## config.mk

```make
export PLATFORM = sky130hd
export DESIGN_NAME = demux_frame_sequencer
export DESIGN_NICKNAME = d
export VERILOG_FILES = /design/src/rtl/demux_frame_sequencer_pkg.sv /design/src/rtl/demux_frame_sequencer_shift.sv /design/src/rtl/demux_frame_sequencer.sv
export SDC_FILE = /design/constraint.sdc
export NUM_CORES = 1
export LEC_CHECK = 0
export CAP_MARGIN = 25
export CORE_MARGIN = 2
export CORE_UTILIZATION = 56
export CTS_BUF_LIST = sky130_fd_sc_hd__clkbuf_16
export CTS_CLUSTER_SIZE = 12
export DETAILED_ROUTE_END_ITERATION = 16
export GPL_TIMING_DRIVEN = 0
export PLACE_DENSITY = 0.78
export SYNTH_ARGS = -nofsm -noshare
export SYNTH_HDL_FRONTEND = slang
export SYNTH_SLANG_ARGS = --single-unit
```

## constraint.sdc

```tcl
create_clock -name clk -period 3.9 [get_ports clk]
set_clock_uncertainty 0.2 [all_clocks]
set_input_delay 0.39 -clock clk [delete_from_list [all_inputs] [get_ports clk]]
set_output_delay 0.39 -clock clk [all_outputs]
set_load 0.005 [all_outputs]
```

## src/rtl/demux_frame_sequencer_pkg.sv

```systemverilog
// Shared constants and FSM state encoding for the demux frame sequencer.
package demux_seq_pkg;

  localparam int SEL_W_DEF       = 4;
  localparam int PAYLOAD_LEN_DEF = 8;

  typedef enum logic [2:0] {
    IDLE,
    ADDR,
    DATA,
    PAR,
    EMIT
  } state_t;

endpackage

```

## src/rtl/demux_frame_sequencer_shift.sv

```systemverilog
// Payload buffer: serial MSB-first load from sdi, MSB-first shift-out on advance.
module frame_shift_reg #(
  parameter int WIDTH = 8
) (
  input  logic clk,
  input  logic rst_n,
  input  logic load_en,
  input  logic advance,
  input  logic sdi,
  output logic msb
);

  logic [WIDTH-1:0] data;

  // Loading and advancing both shift toward the MSB; only the fill bit differs.
  always_ff @(posedge clk) begin
    if (!rst_n)
      data <= '0;
    else if (load_en)
      data <= (data << 1) | WIDTH'(sdi);
    else if (advance)
      data <= data << 1;
  end

  assign msb = data[WIDTH-1];

endmodule

```

## src/rtl/demux_frame_sequencer.sv

```systemverilog
// Deserialises an address+payload frame from sdi and replays it bitwise to the demux
// under valid/ready. Optional parity check enabled by defining DEMUX_SEQ_PARITY_EN.
module demux_frame_sequencer
  import demux_seq_pkg::*;
#(
  parameter int SEL_W       = SEL_W_DEF,
  parameter int PAYLOAD_LEN = PAYLOAD_LEN_DEF
) (
  input  logic             clk,
  input  logic             rst_n,
  input  logic             start,
  input  logic             sdi,
  output logic             busy,
  output logic [SEL_W-1:0] sel,
  output logic             din,
  output logic             out_valid,
  input  logic             out_ready,
  output logic             frame_done,
  output logic             parity_err
);

  localparam int CNT_W = $clog2(((SEL_W > PAYLOAD_LEN) ? SEL_W : PAYLOAD_LEN) + 1);
  localparam logic [CNT_W-1:0] ADDR_LAST = CNT_W'(SEL_W - 1);
  localparam logic [CNT_W-1:0] DATA_LAST = CNT_W'(PAYLOAD_LEN - 1);

  state_t           state, state_nxt;
  logic [CNT_W-1:0] cnt;
  logic [SEL_W-1:0] addr_sr;
  logic [SEL_W-1:0] sel_q;
  logic             done_q;
  logic             load_en;
  logic             advance;
  logic             xfer;
  logic             payload_msb;

`ifdef DEMUX_SEQ_PARITY_EN
  logic par_acc;
  logic perr_q;
  logic parity_ok;

  // Running parity over address and payload; the PAR bit must make the total even.
  assign parity_ok = ~(par_acc ^ sdi);

  always_ff @(posedge clk) begin
    if (!rst_n) begin
      par_acc <= 1'b0;
      perr_q  <= 1'b0;
    end else begin
      if (state == IDLE)
        par_acc <= 1'b0;
      else if (state == ADDR || state == DATA)
        par_acc <= par_acc ^ sdi;
      perr_q <= (state == PAR) && !parity_ok;
    end
  end

  assign parity_err = perr_q;
`else
  assign parity_err = 1'b0;
`endif

  always_comb begin
    state_nxt = state;
    load_en   = 1'b0;
    advance   = 1'b0;
    xfer      = (state == EMIT) && out_ready;
    unique case (state)
      IDLE: if (start) state_nxt = ADDR;
      ADDR: if (cnt == ADDR_LAST) state_nxt = DATA;
      DATA: begin
        load_en = 1'b1;
        if (cnt == DATA_LAST)
`ifdef DEMUX_SEQ_PARITY_EN
          state_nxt = PAR;
`else
          state_nxt = EMIT;
`endif
      end
      PAR: begin
`ifdef DEMUX_SEQ_PARITY_EN
        state_nxt = parity_ok ? EMIT : IDLE;
`else
        state_nxt = IDLE;
`endif
      end
      EMIT: begin
        advance = xfer;
        if (xfer && cnt == DATA_LAST) state_nxt = IDLE;
      end
      default: state_nxt = IDLE;
    endcase
  end

  // The counter restarts on every state change; sel only updates on entry to EMIT.
  always_ff @(posedge clk) begin
    if (!rst_n) begin
      state   <= IDLE;
      cnt     <= '0;
      addr_sr <= '0;
      sel_q   <= '0;
      done_q  <= 1'b0;
    end else begin
      state <= state_nxt;
      if (state_nxt != state)
        cnt <= '0;
      else if (state == ADDR || state == DATA || xfer)
        cnt <= cnt + CNT_W'(1);
      if (state == ADDR)
        addr_sr <= (addr_sr << 1) | SEL_W'(sdi);
      if (state_nxt == EMIT && state != EMIT)
        sel_q <= addr_sr;
      done_q <= (state == EMIT) && (state_nxt == IDLE);
    end
  end

  frame_shift_reg #(
    .WIDTH(PAYLOAD_LEN)
  ) u_payload (
    .clk    (clk),
    .rst_n  (rst_n),
    .load_en(load_en),
    .advance(advance),
    .sdi    (sdi),
    .msb    (payload_msb)
  );

  assign busy       = (state != IDLE);
  assign out_valid  = (state == EMIT);
  assign din        = out_valid & payload_msb;
  assign sel        = sel_q;
  assign frame_done = done_q;

endmodule

```

==> metrics.txt, run 1 <==
Seq. cell area 480 um^2; Top FF cell, synth dfxtp_1; CP max stage delay 500 ps; CTS root buf clkbuf_16; peak supply drop 305 uV; hold buffer count at cts 0; Crit Reg-Reg Endpoint sel[1]; Cell variety after synth 33; Die Wd 47.8 um; fin crit share 56.4%; Longest Clk Path Bufs 2; hold_sp u_payload.data[3]; Crit path arrival time 1610 ps; Sink Count 24; CP endpoint kind output port; Synth Instances 121; Synth Cell Area 0.00108 mm^2; Setup Buffers After CTS 0; total track usage 20.9%; R2R Setup Slk 2000 ps; Resize count post-CTS 0; XOR/XNOR Fraction of Synth Area 1.63%; via count 890; PwrDens 386 mW/mm^2; die height 47.8 um; Post-Synth Simple-Gate Area 22.2%; unrepaired setup endpoints after global routing false; CTS H-Tree Depth 1; via count of the first global-routing pass 770; synthesized area per cell 8.89 um^2; Setup CP Type reg -> out; status finished clean; Final Hold Vio Count 0; core box area 0.00176 mm^2; CP top delay family buffers and inverters; Buf/Inv on CP 2; drt pass-1 iters 4; # rows 15; CP Cell Sequence buf_4 > nor2_1 > and2_1 > clkdlybuf4s50_1; Layout fillers 143; CTS tree done; Critical-path top delay cell clkdlybuf4s50_1; CP Data Required Time 3310 ps; Clk pin slew, worst setup/hold paths 60 ps; Critical Path Fanout Max 10; sequential fraction of the synthesis area 44.7%; worst min path class reg -> reg; total chip power 0.000504 W; Max-cap violations 0; R2R depth 5; Nets 144; minimum clock period after layout 2200 ps; worst r2r src cnt[0]; Hold Path End u_payload.data[3]; layout cells sized above 1 10.2%; yosys warns 0; Post-route DRC 0; CTS Buf Count 3; main combinational cell family by area after synthesis simple AND/OR/NAND/NOR gates; hpwl dp 1.45 mm; gpl congestion 0.828; Avg Vias per Cell 5.49; Clock Latency Late Sink 250 ps; startpoint type of the worst setup path flop; hold-critical path depth 2; Setup violations, final 0; Syn-to-layout area delta 21.4%; io pins 14; Slew Limit Fails 0; ys async rst share 0%; initial antenna violation count 0; antenna diode count 0; WL final 2.10 mm; global-route wire length before repair 3.30 mm; pin count of the biggest net entering global routing 14; die area 0.00229 mm^2; Seq cells post-synth 24; leak pwr 0.520 nW; footprint of the multi-input gates 534 um^2; 1st-iter DRT viols 46; total gr overflow 0; Routed Antenna Nets 0; Compound-Gate Fraction of Synth Area 15.0%; Initial Util 61.0%; syn nets 127; wire per inst 13.0 um; TNS Setup 0 ps; count of input and output buffers 12; post-synthesis adder-cell area fraction 1.16%; mux contribution to synthesized area 9.30%; Post-synth EDFFs 0; Max Clock Freq 455 MHz
[worst max path at each step]
stage	to	slack [ps]	depth (start not counted)	from
4_1_cts	out_valid	1700	4	state[0]
5_1_grt	out_valid	1610	4	state[0]
6_report	out_valid	1700	4	state[0]
3_3_place_gp	u_payload.data[1]	1830	6	out_ready
3_5_place_dp	u_payload.data[4]	1800	6	out_ready
2_1_floorplan	cnt[3]	2290	5	cnt[0]
[placed cells by master (no fill, tap or decap), types with 2 or more instances in the layout]
master           instances
nand3_1                  2
clkbuf_16                3
clkbuf_1                 2
a2111oi_0                2
mux2i_1                 10
clkdlybuf4s50_1         12
nand2_1                 12
nor2_1                  19
a21oi_1                 10
or3_1                    2
xor2_1                   2
dfxtp_1                 24
o21ai_0                  9
nor2b_1                  3
buf_4                    4
clkinv_1                 2
[power breakdown]
part | switching, W | internal (W)
combinational | 0.0000182 | 0.0000171
sequential | 0.00000211 | 0.000248
clock | 0.0000820 | 0.000137
total | 0.000102 | 0.000402
[registers in the layout, indices dropped and copies added, names as in the netlist]
signal and cells:
u_payload.data 8, sel 4, addr_sr 4, frame_done 1, state 3, cnt 4
[layer usage]
layer	global-route usage, %	vias up	share of wire, %
li1	-	447	-
met1	28.0	413	47
met2	33.6	26	47
met3	3.40	4	4.5
met4	8.11	0	1.3
met5	0	-	0
[worst reg2reg max path: stages (launching register included)]
cell	delay [ps]
dfxtp_1	370
ha_1	240
nor2b_1	310
nand3_1	330
mux2i_1	260
nor2_1	60
[synthesized netlist by cell type, types with 2 or more instances]
cell type / count / share of area (%)
dfxtp_1: 24 / 45
nor2_1: 19 / 6.6
nand2_1: 12 / 4.2
a21oi_1: 10 / 4.7
mux2i_1: 10 / 9.3
o21ai_0: 9 / 4.2
buf_4: 4 / 2.8
nor2b_1: 3 / 1.7
a2111oi_0: 2 / 1.6
clkbuf_1: 2 / 0.70
nand3_1: 2 / 0.93
or3_1: 2 / 1.2
xor2_1: 2 / 1.6
[kinds of logic after synthesis]
group	count (synthesis)
XOR/XNOR	2
other	1
buffers and inverters	10
adder cells (fa/ha/maj)	1
flip-flops	24
AND/OR/NAND/NOR	46
multiplexers	10
AO/OA/AOI/OAI	27
[cell type report]
| cell class | count | share of cell area [%] |
|---|---|---|
| multi-input combinational | 87 | 40.9 |
| clock buffer | 3 | 5.75 |
| tap | 25 | 2.39 |
| sequential | 24 | 36.8 |
| timing repair buffer | 12 | 9.20 |
| clock inverter | 1 | 0.287 |
| inverter | 2 | 0.575 |
| buffer | 8 | 4.12 |
[stage by stage]
step,cell area [um^2],util [%],hold slack [ps],instances,setup slack [ps]
3_3_place_gp,1230,69.6,239,158,1830
3_5_place_dp,1230,69.6,245,158,1800
5_1_grt,1310,74.0,274,162,1610
4_1_cts,1310,74.0,254,162,1700
2_1_floorplan,1080,-,232,121,2290
6_report,1310,74.0,254,162,1700
Power figures use the tool's default switching activity.
==> run 2: changes to the inputs <==
Settings changed: CORE_UTILIZATION 56 to 47, PLACE_DENSITY 0.78 to 0.69.
Clock period 3.9 ns to 1.98 ns, I/O delays scaled along.
==> run 2 against run 1 <==
Sequential cell count is the same. Clock power is 99% higher. Register-to-register slack got worse by 1800 ps. Final cell count up 1.9%. Combinational power grew 99%. Global-route usage decreased by 3.1 points.
==> metrics.txt, run 2 (synthesis results as in run 1) <==
# rows 17; unrepaired setup endpoints after global routing false; most common cell after layout, fill and taps aside dfxtp_1; global-route wire length before repair 3.55 mm; Routed Antenna Nets 0; Final Hold Vio Count 0; count of input and output buffers 12; CTS root buf clkbuf_16; Setup Buffers After CTS 0; flip-flop count of the largest register after layout 8; Post-route DRC 0; initial antenna violation count 0; post-route insts no fill 165; placed instance count 161; status finished clean; peak supply drop 559 uV; fin crit share 96.7%; Crit path arrival time 1520 ps; Max Clock Freq 522 MHz; wire per inst 12.6 um; Setup CP Type reg -> out; gpl congestion 0.777; die height 51.8 um; CTS Buf Count 3; core box area 0.00219 mm^2; placed inst area 0.00123 mm^2; CTS H-Tree Depth 1; Syn-to-layout area delta 23.4%; Largest Register u_payload.data; Critical Path Fanout Max 10; Slew Limit Fails 0; pin count of the biggest net entering global routing 14; most frequent cells in the layout dfxtp_1, nor2_1, nand2_1, clkdlybuf4s50_1; startpoint type of the worst setup path flop; PwrDens 752 mW/mm^2; hpwl dp 1.41 mm; layout cells sized above 1 12.4%; die area 0.00269 mm^2; Nets 144; total gr overflow 0; Sink Count 24; worst min path class reg -> reg; post-route cell area 0.00133 mm^2; minimum clock period after layout 1910 ps; Initial Util 49.1%; TNS Setup 0 ps; WL final 2.08 mm; Longest Clk Path Bufs 2; Clk pin slew, worst setup/hold paths 60 ps; CP Cell Sequence buf_4 > nor2_4 > and2_4 > clkdlybuf4s50_1; 1st-iter DRT viols 31; CTS tree done; Seq. cell area 480 um^2; CP max stage delay 490 ps; io pins 14; antenna diode count 0; Avg Vias per Cell 5.44; Die Wd 51.8 um; hold buffer count at cts 0; CP Data Required Time 1580 ps; drt pass-1 iters 4; Setup violations, final 0; R2R Setup Slk 200 ps; CP endpoint kind output port; Resize count post-CTS 1; total track usage 17.8%; via count 897; Max-cap violations 0; via count of the first global-routing pass 798; leak pwr 0.538 nW; footprint of the multi-input gates 549 um^2; Critical-path top delay cell clkdlybuf4s50_1; Layout fillers 190; Clock Latency Late Sink 260 ps; total chip power 0.000998 W
-- run 2: area by class of cell --
class,instances,area share (%)
well taps,28,2.64
clock inverters,1,0.283
multi-input cells,87,41.4
repair buffers,12,9.24
flip-flops and latches,24,36.2
clock buffers,3,5.66
plain buffers,8,4.05
inverters,2,0.566
-- run 2: per-layer routing --
metal	track usage (%)	routed length, um	up-vias
li1	-	-	446
met1	23.8	977	418
met3	2.59	87	5
met5	0	0	-
met2	27.6	976	28
met4	9.21	39	0
-- run 2: report_power, final --
group	switching, W	internal (W)	total, W
registers	0.00000378	0.000489	0.000492
logic	0.0000360	0.0000341	0.0000701
clock network	0.000165	0.000270	0.000435
-- run 2: worst paths after layout --
| check | start | endpoint | cells past startpoint |
|---|---|---|---|
| setup / recovery | state[0] | out_valid | 4 |
| hold / removal | u_payload.data[5] | u_payload.data[5] | 2 |
| setup reg to reg | state[0] | cnt[3] | 5 |
| hold reg to reg | u_payload.data[5] | u_payload.data[5] | 2 |
-- run 2: worst max-delay path: cells and delay by family, from the launching register on --
| family | cells | cell delay, ps |
|---|---|---|
| buf+inv | 2 | 660 |
| simple gates | 2 | 300 |
| flops | 1 | 300 |
-- run 2: through the flow --
step,util [%],setup WS [ps],hold WS (ps)
after floorplan,-,375,112
after global placement,56.2,108,239
after detailed placement,56.2,89.4,244
after CTS,59.9,13.6,253
after global routing,60.6,18.0,275
final,60.6,65.5,250
==> run 3: changes to the inputs <==
Settings changed: CORE_UTILIZATION 47 to 30, PLACE_DENSITY 0.69 to 0.47, SLEW_MARGIN set to 20.
==> run 3 against run 2 <==
Final area is 1.5% higher. Non-clock buffer count stayed put. Fmax is 0.47% higher. Clock power is 2% lower. Sequential share of layout area is 0.54 points lower. Combinational power is 1% lower. Count of clock-buffer cells in the layout stayed put. Die area is 52% higher. Register-to-register slack hardly changed. Critical endpoint unchanged. Highest routed layer unchanged.
==> metrics.txt, run 3 (synthesis results as in run 1) <==
CTS H-Tree Depth 1; most frequent cells in the layout dfxtp_1, nor2_1, nand2_1, clkdlybuf4s50_1; total gr overflow 0; TNS Setup 0 ps; 1st-iter DRT viols 92; Max-cap violations 0; Setup Buffers After CTS 0; hpwl dp 1.47 mm; Largest Register u_payload.data; wire per inst 11.3 um; Avg Vias per Cell 4.67; CP Data Required Time 1580 ps; layout cells sized above 1 11.7%; Crit Reg-Reg Endpoint u_payload.data[1]; Layout fillers 346; global-route wire length before repair 3.58 mm; dpl ws 58.2 ps; # rows 21; total track usage 10.7%; CP endpoint kind output port; Routed Antenna Nets 0; drt pass-1 iters 4; flip-flop count of the largest register after layout 8; CTS root buf clkbuf_16; WL final 2.07 mm; final setup margin 74.5 ps; Clk pin slew, worst setup/hold paths 60 ps; via count 854; die height 63.9 um; Post-route DRC 0; CTS Buf Count 3; most common cell after layout, fill and taps aside dfxtp_1; Critical Path Fanout Max 10; Sink Count 24; Max Clock Freq 525 MHz; hold_sp u_payload.data[6]; Crit path arrival time 1510 ps; hold-critical path depth 2; gpl congestion 0.680; count of input and output buffers 12; R2R depth 6; Final Hold Vio Count 0; io pins 14; minimum clock period after layout 1910 ps; startpoint type of the worst setup path flop; R2R Setup Slk 210 ps; Nets 144; initial antenna violation count 0; Syn-to-layout area delta 25.2%; fin crit share 96.2%; PwrDens 735 mW/mm^2; fin util 39.8%; peak supply drop 377 uV; die area 0.00408 mm^2; worst min path class reg -> reg; Hold Slack 255 ps; CTS tree done; Clock Latency Late Sink 250 ps; Longest Clk Path Bufs 2; unrepaired setup endpoints after global routing false; Slew Limit Fails 0; Setup CP Type reg -> out; pin count of the biggest net entering global routing 14; placed instance count 179; worst r2r src state[1]; leak pwr 0.536 nW; status finished clean; antenna diode count 0; Die Wd 63.9 um; core box area 0.00339 mm^2; Initial Util 31.7%; Setup violations, final 0; post-route insts no fill 183; Hold Path End u_payload.data[6]; via count of the first global-routing pass 816; hold buffer count at cts 0
-- run 3: stage by stage --
step,instance area (um^2),power [W]
finish,1350,0.000990
global route,1350,0.00104
CTS,1340,0.00101
detailed placement,1250,0.000571
global placement,1250,0.000571
floorplan,1080,0.000548
-- run 3: how the worst max path moves through the flow --
stage | from | to | slack (ps) | cells after the start
2_1_floorplan | cnt[0] | cnt[3] | 370 | 5
3_3_place_gp | out_ready | u_payload.data[1] | 80 | 6
3_5_place_dp | out_ready | u_payload.data[1] | 60 | 6
4_1_cts | state[2] | busy | 20 | 3
5_1_grt | state[0] | out_valid | 2 | 4
6_report | state[0] | out_valid | 70 | 4
-- run 3: repair_timing --
action	in CTS	in global routing
cloned	0	0
setup endpoints to repair	2	7
hold endpoints to repair	0	0
gates resized for setup	1	3
-- run 3: power by group --
part / switching (W) / internal, W / total [W]
combinational: 0.0000352 / 0.0000340 / 0.0000692
clock: 0.000159 / 0.000269 / 0.000428
sequential: 0.00000363 / 0.000489 / 0.000492
total: 0.000198 / 0.000792 / 0.000990
-- run 3: area by class of cell --
class	count	area [um^2]	share of cell area [%]
inverters	2	7.51	0.557
well taps	46	57.6	4.27
clock buffers	3	75.1	5.57
flip-flops and latches	24	480	35.7
multi-input cells	87	547	40.6
repair buffers	12	123	9.10
plain buffers	8	53.8	3.99
clock inverters	1	3.75	0.279
-- run 3: per-layer routing --
layer	track usage, %	share of wire [%]
met5	0	0
met4	3.53	1.0
met3	2.29	4.0
met2	16.1	43
met1	15.1	52
-- run 3: worst max-delay path, stage by stage (launching register included) --
cell	delay (ps)
dfxtp_1	300
buf_4	160
nor2_4	130
and2_1	170
clkdlybuf4s50_1	500
